`src/rtl/pic_cascade_init.sv`:
```
// Programs a cascaded 8259 group (master + N_SLAVES slaves) with ICW1-4, OCW1, OCW3, one device at a time.
// Each write takes STROBE_LEN+3 cycles: SETUP, STROBE_LEN cycles of STROBE, HOLD, GAP. start is ignored while busy.
module pic_cascade_init #(
    parameter int         N_SLAVES    = 6,
    parameter logic [7:0] VECTOR_BASE = 8'h08,
    parameter logic [7:0] VECTOR_STEP = 8'h08,
    parameter int         STROBE_LEN  = 2
) (
    input  logic              clk,
    input  logic              reset,
    input  logic              start,
    input  logic              ltim,
    input  logic              aeoi,
    input  logic [7:0]        imr_master,
    input  logic [7:0]        imr_slave,
    output logic [N_SLAVES:0] chip_select,
    output logic              A0,
    output logic              write_flag,
    output logic [7:0]        data_out,
    output logic              data_oe,
    output logic              busy,
    output logic              done,
    output logic [3:0]        dev_idx,
    output logic [2:0]        step
);

    typedef enum logic [2:0] {S_IDLE, S_SETUP, S_STROBE, S_HOLD, S_GAP} state_t;

    localparam logic [7:0] VB          = VECTOR_BASE & 8'hF8;
    localparam logic [7:0] VS          = VECTOR_STEP & 8'hF8;
    localparam logic [7:0] MASTER_ICW3 = 8'((9'd1 << N_SLAVES) - 9'd1);
    localparam logic [3:0] LAST_DEV    = 4'(N_SLAVES);
    localparam logic [3:0] STB_LAST    = 4'(STROBE_LEN - 1);

    state_t            state_q, state_d;
    logic [3:0]        dev_q, dev_d;
    logic [2:0]        step_q, step_d;
    logic [3:0]        cnt_q, cnt_d;
    logic              ltim_q, ltim_d;
    logic              aeoi_q, aeoi_d;
    logic [7:0]        imr_m_q, imr_m_d;
    logic [7:0]        imr_s_q, imr_s_d;
    logic [N_SLAVES:0] cs_q, cs_d;
    logic              a0_q, a0_d;
    logic              wf_q, wf_d;
    logic [7:0]        dout_q, dout_d;
    logic              oe_q, oe_d;
    logic              busy_q, busy_d;
    logic              done_q, done_d;
    logic              drive;

    always_comb begin
        state_d = state_q;
        dev_d   = dev_q;
        step_d  = step_q;
        cnt_d   = cnt_q;
        ltim_d  = ltim_q;
        aeoi_d  = aeoi_q;
        imr_m_d = imr_m_q;
        imr_s_d = imr_s_q;
        done_d  = 1'b0;

        case (state_q)
            S_IDLE: begin
                if (start) begin
                    ltim_d  = ltim;
                    aeoi_d  = aeoi;
                    imr_m_d = imr_master;
                    imr_s_d = imr_slave;
                    dev_d   = 4'd0;
                    step_d  = 3'd0;
                    state_d = S_SETUP;
                end
            end
            S_SETUP: begin
                cnt_d   = STB_LAST;
                state_d = S_STROBE;
            end
            S_STROBE: begin
                if (cnt_q == 4'd0) state_d = S_HOLD;
                else               cnt_d   = cnt_q - 4'd1;
            end
            S_HOLD: state_d = S_GAP;
            S_GAP: begin
                if (step_q < 3'd5) begin
                    step_d  = step_q + 3'd1;
                    state_d = S_SETUP;
                end else if (dev_q < LAST_DEV) begin
                    dev_d   = dev_q + 4'd1;
                    step_d  = 3'd0;
                    state_d = S_SETUP;
                end else begin
                    state_d = S_IDLE;
                    done_d  = 1'b1;
                end
            end
            default: state_d = S_IDLE;
        endcase

        // Outputs are decoded from the next state so every pin comes straight from a flop.
        drive  = (state_d == S_SETUP) || (state_d == S_STROBE) || (state_d == S_HOLD);
        cs_d   = '1;
        a0_d   = 1'b0;
        dout_d = 8'h00;
        if (drive) begin
            for (int i = 0; i <= N_SLAVES; i++) begin
                if (dev_d == 4'(i)) cs_d[i] = 1'b0;
            end
            case (step_d)
                3'd0: dout_d = {3'b000, 1'b1, ltim_d, 3'b001};
                3'd1: begin
                    a0_d   = 1'b1;
                    dout_d = VB + VS * {4'b0000, dev_d};
                end
                3'd2: begin
                    a0_d   = 1'b1;
                    dout_d = (dev_d == 4'd0) ? MASTER_ICW3 : {5'b00000, 3'(dev_d - 4'd1)};
                end
                3'd3: begin
                    a0_d   = 1'b1;
                    dout_d = {6'b000000, aeoi_d, 1'b1};
                end
                3'd4: begin
                    a0_d   = 1'b1;
                    dout_d = (dev_d == 4'd0) ? imr_m_d : imr_s_d;
                end
                default: dout_d = 8'h0B;
            endcase
        end
        wf_d   = (state_d != S_STROBE);
        oe_d   = drive;
        busy_d = (state_d != S_IDLE);
    end

    always_ff @(posedge clk or posedge reset) begin
        if (reset) begin
            state_q <= S_IDLE;
            dev_q   <= 4'd0;
            step_q  <= 3'd0;
            cnt_q   <= 4'd0;
            ltim_q  <= 1'b0;
            aeoi_q  <= 1'b0;
            imr_m_q <= 8'h00;
            imr_s_q <= 8'h00;
            cs_q    <= '1;
            a0_q    <= 1'b0;
            wf_q    <= 1'b1;
            dout_q  <= 8'h00;
            oe_q    <= 1'b0;
            busy_q  <= 1'b0;
            done_q  <= 1'b0;
        end else begin
            state_q <= state_d;
            dev_q   <= dev_d;
            step_q  <= step_d;
            cnt_q   <= cnt_d;
            ltim_q  <= ltim_d;
            aeoi_q  <= aeoi_d;
            imr_m_q <= imr_m_d;
            imr_s_q <= imr_s_d;
            cs_q    <= cs_d;
            a0_q    <= a0_d;
            wf_q    <= wf_d;
            dout_q  <= dout_d;
            oe_q    <= oe_d;
            busy_q  <= busy_d;
            done_q  <= done_d;
        end
    end

    assign chip_select = cs_q;
    assign A0          = a0_q;
    assign write_flag  = wf_q;
    assign data_out    = dout_q;
    assign data_oe     = oe_q;
    assign busy        = busy_q;
    assign done        = done_q;
    assign dev_idx     = dev_q;
    assign step        = step_q;

endmodule
```
`config.mk`:
```
export PLATFORM = sky130hd
export DESIGN_NAME = pic_cascade_init
export DESIGN_NICKNAME = d
export VERILOG_FILES = /design/src/rtl/pic_cascade_init.sv
export SDC_FILE = /design/constraint.sdc
export NUM_CORES = 1
export LEC_CHECK = 0
export CORE_MARGIN = 2
export CORE_UTILIZATION = 25
export DETAILED_ROUTE_END_ITERATION = 10
export HOLD_SLACK_MARGIN = 0.03
export PLACE_DENSITY = 0.47
export RECOVER_POWER = 25
export SYNTH_ARGS = -nofsm -noshare
export SYNTH_HDL_FRONTEND = slang
export SYNTH_SLANG_ARGS = --single-unit
```
`constraint.sdc`:
```
create_clock -name clk -period 3.85 [get_ports clk]
set_input_delay 0.77 -clock clk [delete_from_list [all_inputs] [get_ports clk]]
set_output_delay 0.77 -clock clk [all_outputs]
set_load 0.1 [all_outputs]
```
==> summary.txt <==
Share of layout cells above drive strength 1: 0.116
Area growth from synthesis to layout: 26.7%
Pins Over Slew Limit: 53
Mean area per synthesized cell: 9.44 um^2
Num CTS Buffers: 5
EDFF count, synth: 0
Kind of critical path: input pin to flip-flop
Number of gates resized after CTS: 0
DRT iter0 DRCs: 77
Critical path peak fanout: 4
RSZ-0062 raised after global routing: no
Gr ovfl total: 0
Worst slew pin tran: 1.97 ns
Skew-Pair Late Insertion Delay: 0.31 ns
Nets: 364
Mapped cell area: 2700 um^2
Chip height: 108 um
Switching Fraction: 0.498
CTS max path bufs: 2
Routed vias/inst: 4.52
Die Area: 11600 um^2
Total design power: 2500 uW
Failing checks: max-capacitance violations, max-slew violations
GPL Wtd Cong: 0.786
Final period util: 0.868
Req. time, crit path: 4.08 ns
Antenna Nets Post-Route: 0
Sum of negative setup slack: 0 ns
Mapped Nets: 316
DIE WIDTH: 108 um
Slew HR: -0.312
Psw: 1240 uW
Cell Rows: 37
First-pass GRT wire length: 10.8 mm
Pre-antenna DRT Iters: 4
I/O Buffers: 47
Clock root buffer master: clkbuf_8
Post-synthesis cell count: 286
Largest net degree at the start of global routing: 53
Critical Path Sink: data_out[7]$_DFF_PP0_
Post-CTS Setup Repair Bufs: 0
Synth Warn #: 0
Critical Path Sink Type: flip-flop
Antenna fix cells: 0
Startpoint types: input pin
Worst R2R Path Depth: 9
Worst reg2reg path startpoint: state_q[2]$_DFF_PP0_
PwrDens: 731 nW/um^2
Clock skew: 0.0154 ns
Final HPWL DP: 4.85 mm
Final setup viols: 0
Combinational Power Share: 0.525
Max IR drop VDD: 406 uV
Count of cell types in the netlist: 54
Ys async rst share: 1.00
Drc violations: 0
Reg power frac: 0.349
Routed WL per cell: 14.3 um
LEAKAGE: 0.00152 uW
Post-CTS Hold Fix Bufs: 0
Initial antenna violation count: 0
Most common flop cell mapped by yosys: dfrtp_1
Seq cells post-synth: 52
Status: finished with violations
Max-Cap Viols: 1
Min Tclk post-route: 3.34 ns
Vias in the first global route: 2193
Crit path from: start
Fin. Hold Viols: 0
GRT Util Overall: 0.119
Clock power share: 0.127
Num ports: 48
CTS tree: yes
DR vias: 2127
Seq/Total Area, Yosys: 0.486
HP Class: flip-flop to flip-flop
Design area: 3420 um^2
Core box area: 10400 um^2
H-tree depth: 2
Placed Area: 3330 um^2
Fmax: 0.299 GHz
CP Data Arrival Time: 3.57 ns
Reg-to-Reg End: data_out[7]$_DFF_PP0_
Worst-path clk slew: 0.10 ns
Reg-to-reg slack, setup: 0.66 ns
Initial Util: 0.259
WL final: 6.75 mm
CTS sink cnt: 52
Power Internal: 1260 uW
layout make-up:
type | instances | area, um^2
multi-input cells | 210 | 1280
well taps | 136 | 170
flip-flops and latches | 52 | 1310
fillers | 1112 | 7000
clock inverters | 2 | 16.3
clock buffers | 6 | 72.6
inverters | 10 | 37.5
repair buffers | 55 | 531
worst max-delay path, cell delays in order:
cell and delay [ns]:
dlygate4sd3_1 0.58, or4b_2 0.63, nand3_1 0.11, o21a_1 0.14, ha_1 0.19, or3b_1 0.48
mux2i_1 0.15, or3_1 0.30, a211oi_1 0.20
metrics by stage:
step | worst slack (ns) | util | hold WS [ns] | instances
after floorplan | 0.509 | - | 0.436 | 286
after global placement | 0.277 | 0.320 | 0.459 | 463
after detailed placement | 0.230 | 0.320 | 0.461 | 463
after CTS | 0.569 | 0.328 | 0.486 | 471
after global routing | 0.350 | 0.328 | 0.517 | 471
final | 0.508 | 0.328 | 0.485 | 471
power by group through the flow:
stage / sequential (uW) / combinational, uW / clock (uW)
2_1_floorplan: 1220 / 645 / 0
3_3_place_gp: 883 / 1320 / 0
3_5_place_dp: 884 / 1320 / 0
4_1_cts: 874 / 1330 / 331
5_1_grt: 899 / 1430 / 352
6_report: 871 / 1310 / 317
metal layers:
metal,vias to the layer above,share of wire,global-route usage
met2,38,0.47,0.198
met1,1009,0.48,0.158
met5,-,0,0
met3,4,0.042,0.0254
li1,1076,-,-
met4,0,0.0077,0.0302
sequential cells by signal (all words and copies together), names as in the netlist:
| name | cells |
|---|---|
| data_out | 8 |
| imr_m_q | 8 |
| imr_s_q | 8 |
| chip_select | 7 |
| cnt_q | 4 |
| dev_idx | 4 |
| state_q | 3 |
| step | 3 |
| A0 | 1 |
| aeoi_q | 1 |
| busy | 1 |
| data_oe | 1 |
| done | 1 |
| ltim_q | 1 |
| write_flag | 1 |
synth_stat cells, types with 2 or more instances:
master / instances / area share
a211oi_1: 2 / 0.0056
a21o_1: 2 / 0.0056
a21oi_1: 11 / 0.020
a31oi_1: 3 / 0.0070
a41o_1: 2 / 0.0074
buf_2: 2 / 0.0037
buf_6: 3 / 0.013
clkbuf_1: 8 / 0.011
dfrtp_1: 44 / 0.41
dfstp_2: 8 / 0.078
ha_1: 9 / 0.042
inv_1: 10 / 0.014
mux2_2: 2 / 0.0083
mux2i_1: 6 / 0.022
nand2_1: 78 / 0.11
nand2b_1: 4 / 0.0093
nand3_1: 8 / 0.015
nor2_1: 15 / 0.021
nor2b_1: 3 / 0.0070
nor3_1: 6 / 0.011
nor3b_1: 2 / 0.0056
o211ai_1: 4 / 0.011
o21a_1: 2 / 0.0056
o21ai_0: 12 / 0.022
o22ai_1: 2 / 0.0046
o31ai_1: 2 / 0.0056
or2_2: 5 / 0.012
or3_1: 2 / 0.0046
or3b_1: 2 / 0.0065
xnor2_1: 2 / 0.0065
xor2_1: 2 / 0.0065
how the worst min path moves through the flow:
stage | from | end | slack (ns) | cells after the start
floorplan | aeoi_q$_DFF_PP0_ | aeoi_q$_DFF_PP0_ | 0.44 | 2
global placement | imr_s_q[6]$_DFF_PP0_ | imr_s_q[6]$_DFF_PP0_ | 0.46 | 2
detailed placement | imr_s_q[5]$_DFF_PP0_ | imr_s_q[5]$_DFF_PP0_ | 0.46 | 2
CTS | imr_m_q[6]$_DFF_PP0_ | imr_m_q[6]$_DFF_PP0_ | 0.49 | 2
global route | imr_m_q[5]$_DFF_PP0_ | imr_m_q[5]$_DFF_PP0_ | 0.52 | 2
finish | imr_s_q[5]$_DFF_PP0_ | imr_s_q[5]$_DFF_PP0_ | 0.49 | 2
placed cells by master (no fill, tap or decap), types with 5 or more instances in the layout:
cell / netlist / routed
nand3_1: 8 / 8
inv_1: 10 / 10
buf_4: 0 / 8
ha_1: 9 / 9
a21oi_1: 11 / 11
nor2_1: 15 / 15
nand2_1: 78 / 78
dfstp_2: 8 / 8
dfrtp_1: 44 / 44
nor3_1: 6 / 6
clkbuf_8: 0 / 5
clkdlybuf4s50_1: 0 / 45
o21ai_0: 12 / 12
or2_2: 5 / 5
mux2i_1: 6 / 6
logic make-up after synthesis:
family | count (synthesis) | synth area share
adder cells (fa/ha/maj) | 9 | 0.0417
flip-flops | 52 | 0.486
buffers and inverters | 24 | 0.0427
XOR/XNOR | 4 | 0.0130
AO/OA/AOI/OAI | 53 | 0.139
multiplexers | 9 | 0.0362
AND/OR/NAND/NOR | 135 | 0.242
(Power assumes the default switching activity.)
